**config.mk**
```make
export PLATFORM = sky130hd
export DESIGN_NAME = plot_arbiter
export DESIGN_NICKNAME = d
export VERILOG_FILES = /design/src/rtl/plot_arbiter.sv
export SDC_FILE = /design/constraint.sdc
export NUM_CORES = 1
export LEC_CHECK = 0
export BUFFER_PORTS_ARGS = -buffer_cell sky130_fd_sc_hd__buf_2
export CAP_MARGIN = 15
export CORE_UTILIZATION = 45
export CTS_BUF_LIST = sky130_fd_sc_hd__clkbuf_4
export DETAILED_ROUTE_END_ITERATION = 7
export HOLD_SLACK_MARGIN = 0.06
export PLACE_DENSITY = 0.81
export SLEW_MARGIN = 25
export SYNTH_ARGS = -nofsm -noshare
export SYNTH_HDL_FRONTEND = slang
export SYNTH_SLANG_ARGS = --single-unit
export TNS_END_PERCENT = 10
```
**constraint.sdc**
```tcl
create_clock -name Clock -period 8.9 [get_ports Clock]
set_input_delay 2.225 -clock Clock [delete_from_list [all_inputs] [get_ports Clock]]
set_output_delay 2.225 -clock Clock [all_outputs]
set_load 0.1 [all_outputs]
```
**src/rtl/plot_arbiter.sv**
```systemverilog
// -----------------------------------------------------------------------------
// plot_arbiter
//
// Shares a single VGA-adapter pixel-write port among three requesters.
// A requester raises its req bit and holds it for the whole burst. The
// arbiter grants one owner at a time in round-robin order. While the owner
// holds the port, its pixel (x, y, colour) is registered to the adapter
// every cycle, and its plot strobe is forwarded only when the coordinate is
// on screen. Off-screen strobes are dropped and reported on `clipped`.
//
// A tenure ends when the owner drops its request. It is also cut short
// after BURST_MAX strobes if another requester is waiting. Every tenure is
// followed by one dead GAP cycle before the next arbitration.
//
// Ports
//   Clock                  sole clock, all state on posedge
//   Reset                  asynchronous, active-low
//   req[2:0]               per-requester request (held for the burst)
//   iX0..2 / iY0..2        requester pixel coordinate (8 / 7 bits)
//   iColour0..2            requester pixel colour (3 bits)
//   iPlot[2:0]             per-requester write strobe
//   gnt[2:0]               registered one-hot grant, zero when no owner
//   oX / oY / oColour      registered pixel to the VGA adapter
//   oPlot                  registered write enable to the VGA adapter
//   clipped                one-cycle pulse: owner strobe dropped off-screen
//   busy                   high while in GRANT or GAP
// -----------------------------------------------------------------------------
module plot_arbiter #(
  parameter logic [7:0]  X_SCREEN_PIXELS = 8'd160,
  parameter logic [6:0]  Y_SCREEN_PIXELS = 7'd120,
  parameter logic [14:0] BURST_MAX       = 15'd19200
) (
  input  logic       Clock,
  input  logic       Reset,
  input  logic [2:0] req,
  input  logic [7:0] iX0,
  input  logic [7:0] iX1,
  input  logic [7:0] iX2,
  input  logic [6:0] iY0,
  input  logic [6:0] iY1,
  input  logic [6:0] iY2,
  input  logic [2:0] iColour0,
  input  logic [2:0] iColour1,
  input  logic [2:0] iColour2,
  input  logic [2:0] iPlot,
  output logic [2:0] gnt,
  output logic [7:0] oX,
  output logic [6:0] oY,
  output logic [2:0] oColour,
  output logic       oPlot,
  output logic       clipped,
  output logic       busy
);

  typedef enum logic [1:0] {
    S_IDLE  = 2'd0,
    S_GRANT = 2'd1,
    S_GAP   = 2'd2
  } state_e;

  state_e      state_q, state_d;
  // Index of the most recent grantee. While in GRANT it is also the current
  // owner, because it is rewritten on every grant.
  logic [1:0]  last_q, last_d;
  logic [14:0] cnt_q, cnt_d;
  logic [2:0]  gnt_q, gnt_d;
  logic [7:0]  ox_q, ox_d;
  logic [6:0]  oy_q, oy_d;
  logic [2:0]  oc_q, oc_d;
  logic        plot_q, plot_d;
  logic        clip_q, clip_d;
  logic        busy_q, busy_d;

  // Owner-selected request inputs
  logic [7:0]  own_x;
  logic [6:0]  own_y;
  logic [2:0]  own_c;
  logic        own_req;
  logic        own_plot;
  logic        own_inr;
  logic        other_req;
  logic [15:0] cnt_inc;
  logic [1:0]  winner;

  // Round-robin pick. The search starts just after the previous owner and
  // wraps around. Only used when at least one request bit is set.
  function automatic logic [1:0] rr_pick(input logic [2:0] r, input logic [1:0] last);
    logic [1:0] s0, s1, s2;
    case (last)
      2'd0:    begin s0 = 2'd1; s1 = 2'd2; s2 = 2'd0; end
      2'd1:    begin s0 = 2'd2; s1 = 2'd0; s2 = 2'd1; end
      default: begin s0 = 2'd0; s1 = 2'd1; s2 = 2'd2; end
    endcase
    if (r[s0])      rr_pick = s0;
    else if (r[s1]) rr_pick = s1;
    else            rr_pick = s2;
  endfunction

  function automatic logic [2:0] onehot(input logic [1:0] idx);
    onehot = 3'b001 << idx;
  endfunction

  // Owner input mux
  always_comb begin
    own_x    = iX2;
    own_y    = iY2;
    own_c    = iColour2;
    own_req  = req[2];
    own_plot = iPlot[2];
    case (last_q)
      2'd0: begin
        own_x = iX0; own_y = iY0; own_c = iColour0;
        own_req = req[0]; own_plot = iPlot[0];
      end
      2'd1: begin
        own_x = iX1; own_y = iY1; own_c = iColour1;
        own_req = req[1]; own_plot = iPlot[1];
      end
      default: ;
    endcase
  end

  assign own_inr   = (own_x < X_SCREEN_PIXELS) && (own_y < Y_SCREEN_PIXELS);
  // gnt_q holds the owner's one-hot bit during GRANT, so masking it leaves
  // only the competing requests.
  assign other_req = |(req & ~gnt_q);
  // One extra bit keeps the compare exact even when BURST_MAX is all ones.
  assign cnt_inc   = {1'b0, cnt_q} + {15'd0, own_plot};
  assign winner    = rr_pick(req, last_q);

  // Next-state / next-output logic
  always_comb begin
    state_d = state_q;
    last_d  = last_q;
    cnt_d   = cnt_q;
    gnt_d   = gnt_q;
    ox_d    = ox_q;
    oy_d    = oy_q;
    oc_d    = oc_q;
    plot_d  = 1'b0;
    clip_d  = 1'b0;

    case (state_q)
      S_IDLE: begin
        gnt_d = 3'b000;
        if (|req) begin
          last_d  = winner;
          gnt_d   = onehot(winner);
          cnt_d   = 15'd0;
          state_d = S_GRANT;
        end
      end

      S_GRANT: begin
        if (!own_req) begin
          // The request falling wins over a strobe in the same cycle.
          state_d = S_GAP;
          gnt_d   = 3'b000;
        end else begin
          ox_d   = own_x;
          oy_d   = own_y;
          oc_d   = own_c;
          plot_d = own_plot & own_inr;
          clip_d = own_plot & ~own_inr;
          cnt_d  = cnt_inc[14:0];
          if (cnt_inc >= {1'b0, BURST_MAX}) begin
            // The burst limit is reached. Hand off if someone is waiting;
            // otherwise keep the port and start a fresh count.
            cnt_d = 15'd0;
            if (other_req) begin
              state_d = S_GAP;
              gnt_d   = 3'b000;
            end
          end
        end
      end

      S_GAP: begin
        gnt_d   = 3'b000;
        state_d = S_IDLE;
      end

      default: begin
        gnt_d   = 3'b000;
        state_d = S_IDLE;
      end
    endcase

    busy_d = (state_d == S_GRANT) || (state_d == S_GAP);
  end

  // Register stage
  always_ff @(posedge Clock or negedge Reset) begin
    if (!Reset) begin
      state_q <= S_IDLE;
      last_q  <= 2'd2;
      cnt_q   <= 15'd0;
      gnt_q   <= 3'b000;
      ox_q    <= 8'd0;
      oy_q    <= 7'd0;
      oc_q    <= 3'b000;
      plot_q  <= 1'b0;
      clip_q  <= 1'b0;
      busy_q  <= 1'b0;
    end else begin
      state_q <= state_d;
      last_q  <= last_d;
      cnt_q   <= cnt_d;
      gnt_q   <= gnt_d;
      ox_q    <= ox_d;
      oy_q    <= oy_d;
      oc_q    <= oc_d;
      plot_q  <= plot_d;
      clip_q  <= clip_d;
      busy_q  <= busy_d;
    end
  end

  assign gnt     = gnt_q;
  assign oX      = ox_q;
  assign oY      = oy_q;
  assign oColour = oc_q;
  assign oPlot   = plot_q;
  assign clipped = clip_q;
  assign busy    = busy_q;

endmodule
```
=== Word-level counts from Yosys, hierarchy flattened ===
Cells that the tools add are included.
W data, S select, Z words.

* Input bits: 62
* Logic and storage cells: 73
* Flip-flop bits (word level): 43

* Reductions and logical operators: 11
* Shifts and indexed selects: 1
* Mux-type cells: 32
* Equality and inequality tests: 8
* Add/subtract/negate cells: 1
* Order comparisons: 5
* Bitwise logic cells: 5

{| class="wikitable"
|+ Operator list
! kind !! count
|-
| $mux W15 || 3
|-
| $pmux W15 S2 || 1
|-
| $add A15 B1 Y16 || 1
|-
| $ge A16 B15 Y1 const B || 1
|-
| $pmux W2 S2 || 4
|-
| $pmux W8 S2 || 1
|-
| $pmux W7 S2 || 1
|-
| $mux W2 || 6
|-
| $mux W3 || 4
|-
| $pmux W3 S2 || 2
|-
| $lt A8 B8 Y1 const B || 1
|-
| $lt A7 B7 Y1 const B || 1
|-
| $eq A2 B1 Y1 const B || 3
|-
| $lt A2 B3 Y1 const B || 2
|-
| $mux W1 || 6
|-
| $ne A3 B3 Y1 const B || 2
|-
| $reduce_and A2 Y1 || 3
|-
| $reduce_or A3 Y1 || 2
|-
| $bmux W1 S2 || 2
|-
| $logic_not A2 Y1 || 2
|-
| $ne A2 B2 Y1 const B || 2
|-
| $pmux W1 S2 || 2
|-
| $and A3 B3 Y3 || 1
|-
| $not A3 Y3 || 1
|-
| other kinds (8) || 9
|}

=== Logic depth before layout (Yosys ltp) ===
* Word-level depth: 9
* Mapped depth: 14
* Mapped depth without buffers: 10

=== Worst setup path before layout ===
OpenSTA, ideal clock, no wires.

* Path type: input -> register
* From: input iPlot[1]
* To: register cnt_q[9]
* Setup slack: 4.455 ns
* Buffers on the path: 2
* Stages on the path: 12
* Setup time: 0.077 ns
* Arrival time: 4.368 ns
* Cell sequence: mux2i_1 -> o21ai_0 -> ha_1 -> ha_1 -> and3_1 -> clkbuf_1 -> o311ai_1 -> o2111ai_1 -> a22oi_2 -> buf_4 -> o211ai_1 -> a21oi_1

* Cells in the longest elaborated chain, start to end: 6

{| class="wikitable"
|+ RTL lines
! what !! line !! text
|-
| start, declared || 45 || <nowiki>input logic [2:0] iPlot,</nowiki>
|-
| $pmux W1 S2 (*) || 110 || <nowiki>case (last_q)</nowiki>
|-
| $add A15 B1 Y16 (*) || 128 || <nowiki>assign cnt_inc = {1'b0, cnt_q} + {15'd0, own_plot};</nowiki>
|-
| $ge A16 B15 Y1 || 166 || <nowiki>if (cnt_inc >= {1'b0, BURST_MAX}) begin</nowiki>
|-
| $mux W15 (*) || 166 ||
|-
| $mux W15 (*) || 155 || <nowiki>if (!own_req) begin</nowiki>
|-
| $pmux W15 S2 (*) || 143 || <nowiki>case (state_q)</nowiki>
|-
| end signal, assigned || 208 || <nowiki>cnt_q <= cnt_d;</nowiki>
|-
| end, declared || 65 || <nowiki>logic [14:0] cnt_q, cnt_d;</nowiki>
|}

Every way passes the cells marked *; elsewhere a longest branch is shown, timed or not. The select of a mux whose other input is x is not followed.
A chain may end at the register's enable or synchronous reset.

=== Worst setup path in the final report ===
* From: input iPlot[0]
* To: register gnt_q[2] (netlist: gnt[2])

* Cells in the longest elaborated chain, start to end: 5

{| class="wikitable"
|+ RTL lines
! what !! line !! text
|-
| $pmux W1 S2 || 110 ||
|-
| $add A15 B1 Y16 || 128 ||
|-
| $ge A16 B15 Y1 || 166 ||
|-
| $ne A3 B3 Y1 (no line) || - ||
|-
| $reduce_and A2 Y1 (no line) || - ||
|-
| end signal, assigned || 209 || <nowiki>gnt_q <= gnt_d;</nowiki>
|-
| end, declared || 66 || <nowiki>logic [2:0] gnt_q, gnt_d;</nowiki>
|}

Every way passes these cells.

==> results.yml <==
timing:
  finalCriticalPeriod_ns: 4.95
  tightest_slew_ns: 0.768
  drv_slew: 0
  period_share_pct: 55.6
  setup-tns-final_ns: 0
  rsz0062_at_grt: "no"
  fin_skew_ns: 0.0106
  timing.fmax_mhz: 202
  worst_hold_slack_ns: 0.491
  setup_violations: 0
  max-slew-margin-rel_pct: 48.8
  finalHoldViolCount: 0
  fin_ws_ns: 3.95
layout:
  drive_gt1_share_pct: 27.1
  area_growth_pct: 19.3
  nFillCells: 498
  fin_area_um2: 3200
  final_nets: 458
  diodes: 0
  final_core_util_pct: 56.8
  instances_no_fill: 467
detailed_routing:
  drc: 0
  drt_iter0_markers: 186
  avgRoutedWirePerCell_um: 14.2
  drt_wl_total_mm: 6.61
  drtPass1Iterations: 4
  antenna_left: 0
  vias: 2615
  vias_per_cell: 5.60
logic_synthesis:
  synth-edff-count: 0
  synthArstFlopShare_pct: 100
  syn_nets: 385
  synth.distinct_cells: 50
  ys.flop_type: "dfrtp_1"
  syn_inst: 321
  synth_area_per_cell_um2: 8.36
  ys_seq_elements: 43
  ys_seq_area_share_pct: 40.1
  yosys_warnings: 0
  netlist_area_um2: 2680
clock_network:
  cts-root-buf: "clkbuf_4"
  insertion_delay_ns: 0.35
  cts_hold_buf: 0
  cts-resized-gates: 0
  clockBufferDepth: 2
  cts.clk_slew.worst_paths_ns: 0.13
  postCtsSetupBuffers: 0
  numCtsBuffers: 5
  cts.sinks: 43
  cts_tree: "yes"
  h-tree-depth: 2
run_status:
  outcome: "complete, no violations"
placement:
  numPortBuffers: 85
  hpwl_mm: 4.85
  dp_slack_ns: 3.60
  placed_cells: 459
  gp_congestion: 0.854
  place_area_um2: 3140
pwr:
  ir_worst_vdd_mv: 0.324
  p_leak_nw: 1.49
  total_power_mw: 1.17
  powerDensity_nw_per_um2: 367
global_route:
  grt_pass1_vias: 2511
  grt_usage_pct: 22.2
  antenna_found_initial: 0
  grt_pass1_wl_mm: 11.1
  grt_max_degree: 51
  grt-ovfl-total: 0
min_path:
  hold_class: "flip-flop to flip-flop"
  hold_depth: 2
floorplanning:
  boundaryPins: 86
  die_h_um: 79.2
  start_util_pct: 47.6
  rows: 27
  core-area_um2: 5640
  die_w_um: 79.2
  die_area_um2: 6280
worst_setup_path:
  cp_max_fo: 16
  crit_cells: 11
  start_kind: "input port"
  crit_family: "compound AO/OA/AOI/OAI gates"
  endpoint_kind: "flip-flop"
  cp_slowest_cell: "a22oi_2"
  crit_top_cell: "o21ai_0"
  path_buf_inv: 1
  worstSetupPathType: "input port to flip-flop"
  reg2regPathDepth: 9
  rrSetupSlack_ns: 4.92
  crit_chain: "buf_2 -> mux2i_1 -> o21ai_0 -> ha_1 -> ha_1 -> nand3_1 -> a211oi_1 -> o22ai_2 -> a22oi_2 -> o21ai_0 -> o21ai_0"
  cp.required_ns: 9.17
  max_stage_delay_ns: 0.63
  crit_arrival_ns: 5.22
flow_run:
  max_cap_viol_count: 0
==> worst paths after layout <==
| path | from | end |
|---|---|---|
| max | iPlot[0] | gnt[2] |
| min | oY[5] | oY[5] |
| max reg2reg | last_q[1] | gnt[2] |
| min reg2reg | oY[5] | oY[5] |
| max in group asynchronous | Reset | cnt_q[7] |
| min in group asynchronous | Reset | oX[4] |
==> synth_stat cells (2+ instances only) <==
master,number,area (um2)
a21oi_1,29,145
a22o_1,2,17.5
a311oi_1,3,26.3
a31oi_1,6,37.5
and2_1,3,18.8
and3_1,2,12.5
buf_1,4,15.0
buf_2,4,20.0
clkbuf_1,12,45.0
dfrtp_1,42,1050
ha_1,2,25.0
inv_1,12,45.0
mux2i_1,19,190
nand2_1,42,158
nand2b_1,4,25.0
nand3_1,11,55.1
nand4_1,3,18.8
nor2_1,31,116
nor2b_1,8,50.1
nor4_1,6,37.5
o2111ai_1,3,26.3
o211ai_1,4,30.0
o21a_1,2,15.0
o21ai_0,30,150
o221ai_1,8,70.1
or3_1,3,18.8
or4_1,2,15.0
xnor2_1,2,17.5
==> final cells by class <==
type                    count  area [um2]  share of cell area [%]
multi-input cells         244        1480                    46.3
repair buffers             88         450                    14.1
flip-flops and latches     43        1080                    33.6
clock buffers               6        45.0                    1.41
well taps                  72        90.1                    2.81
clock inverters             2        12.5                   0.391
inverters                  12        45.0                    1.41
==> kinds of logic (layout without fill, tap and decap cells) <==
group | Yosys count | after routing | synth area share (%)
multiplexers | 20 | 20 | 7.51
adder cells (fa/ha/maj) | 2 | 2 | 0.932
AO/OA/AOI/OAI | 98 | 98 | 23.3
AND/OR/NAND/NOR | 121 | 121 | 22.1
buffers and inverters | 34 | 108 | 5.13
flip-flops | 43 | 43 | 40.1
XOR/XNOR | 3 | 3 | 0.979
==> routing by layer <==
metal | up-vias | GRT usage (%) | share of wire (%)
met5 | - | 0 | 0
met4 | 0 | 7.09 | 1.1
met3 | 8 | 4.25 | 4.9
met2 | 83 | 38.7 | 51
met1 | 1222 | 27.5 | 43
li1 | 1302 | - | -
==> flip-flops by register name (all words and copies together) (netlist names), 2 cells and up <==
signal,cells
cnt_q,15
oX,8
oY,7
gnt,3
oColour,3
last_q,2
state_q,2
==> tightest hold or removal path, cell delays in order (launching register included) <==
cell     delay [ns]
dfrtp_1        0.36
nand2_1        0.05
o21ai_0        0.06
==> where the power goes <==
group          total [mW]  internal (mW)  switching, mW
registers           0.331          0.265         0.0661
clock network      0.0977         0.0336         0.0641
logic               0.746          0.162          0.584
==> cell usage in the layout, fill, tap and decap left out, types with 2 or more instances in the layout <==
cell type	instances
o21ai_0	30
dfrtp_1	42
or4_1	2
clkbuf_4	6
inv_1	12
nor4_1	6
nand3_1	11
and3_1	2
a22o_1	2
nor2b_1	8
a21oi_1	29
o211ai_1	4
a311oi_1	3
o2111ai_1	2
mux2i_1	19
nand2_1	42
o221ai_1	8
a31oi_1	6
and2_1	3
nor2_1	31
nand2b_1	4
o21a_1	2
buf_2	84
nand4_1	3
buf_4	4
or3_1	3
ha_1	2
(Power assumes the default switching activity.)
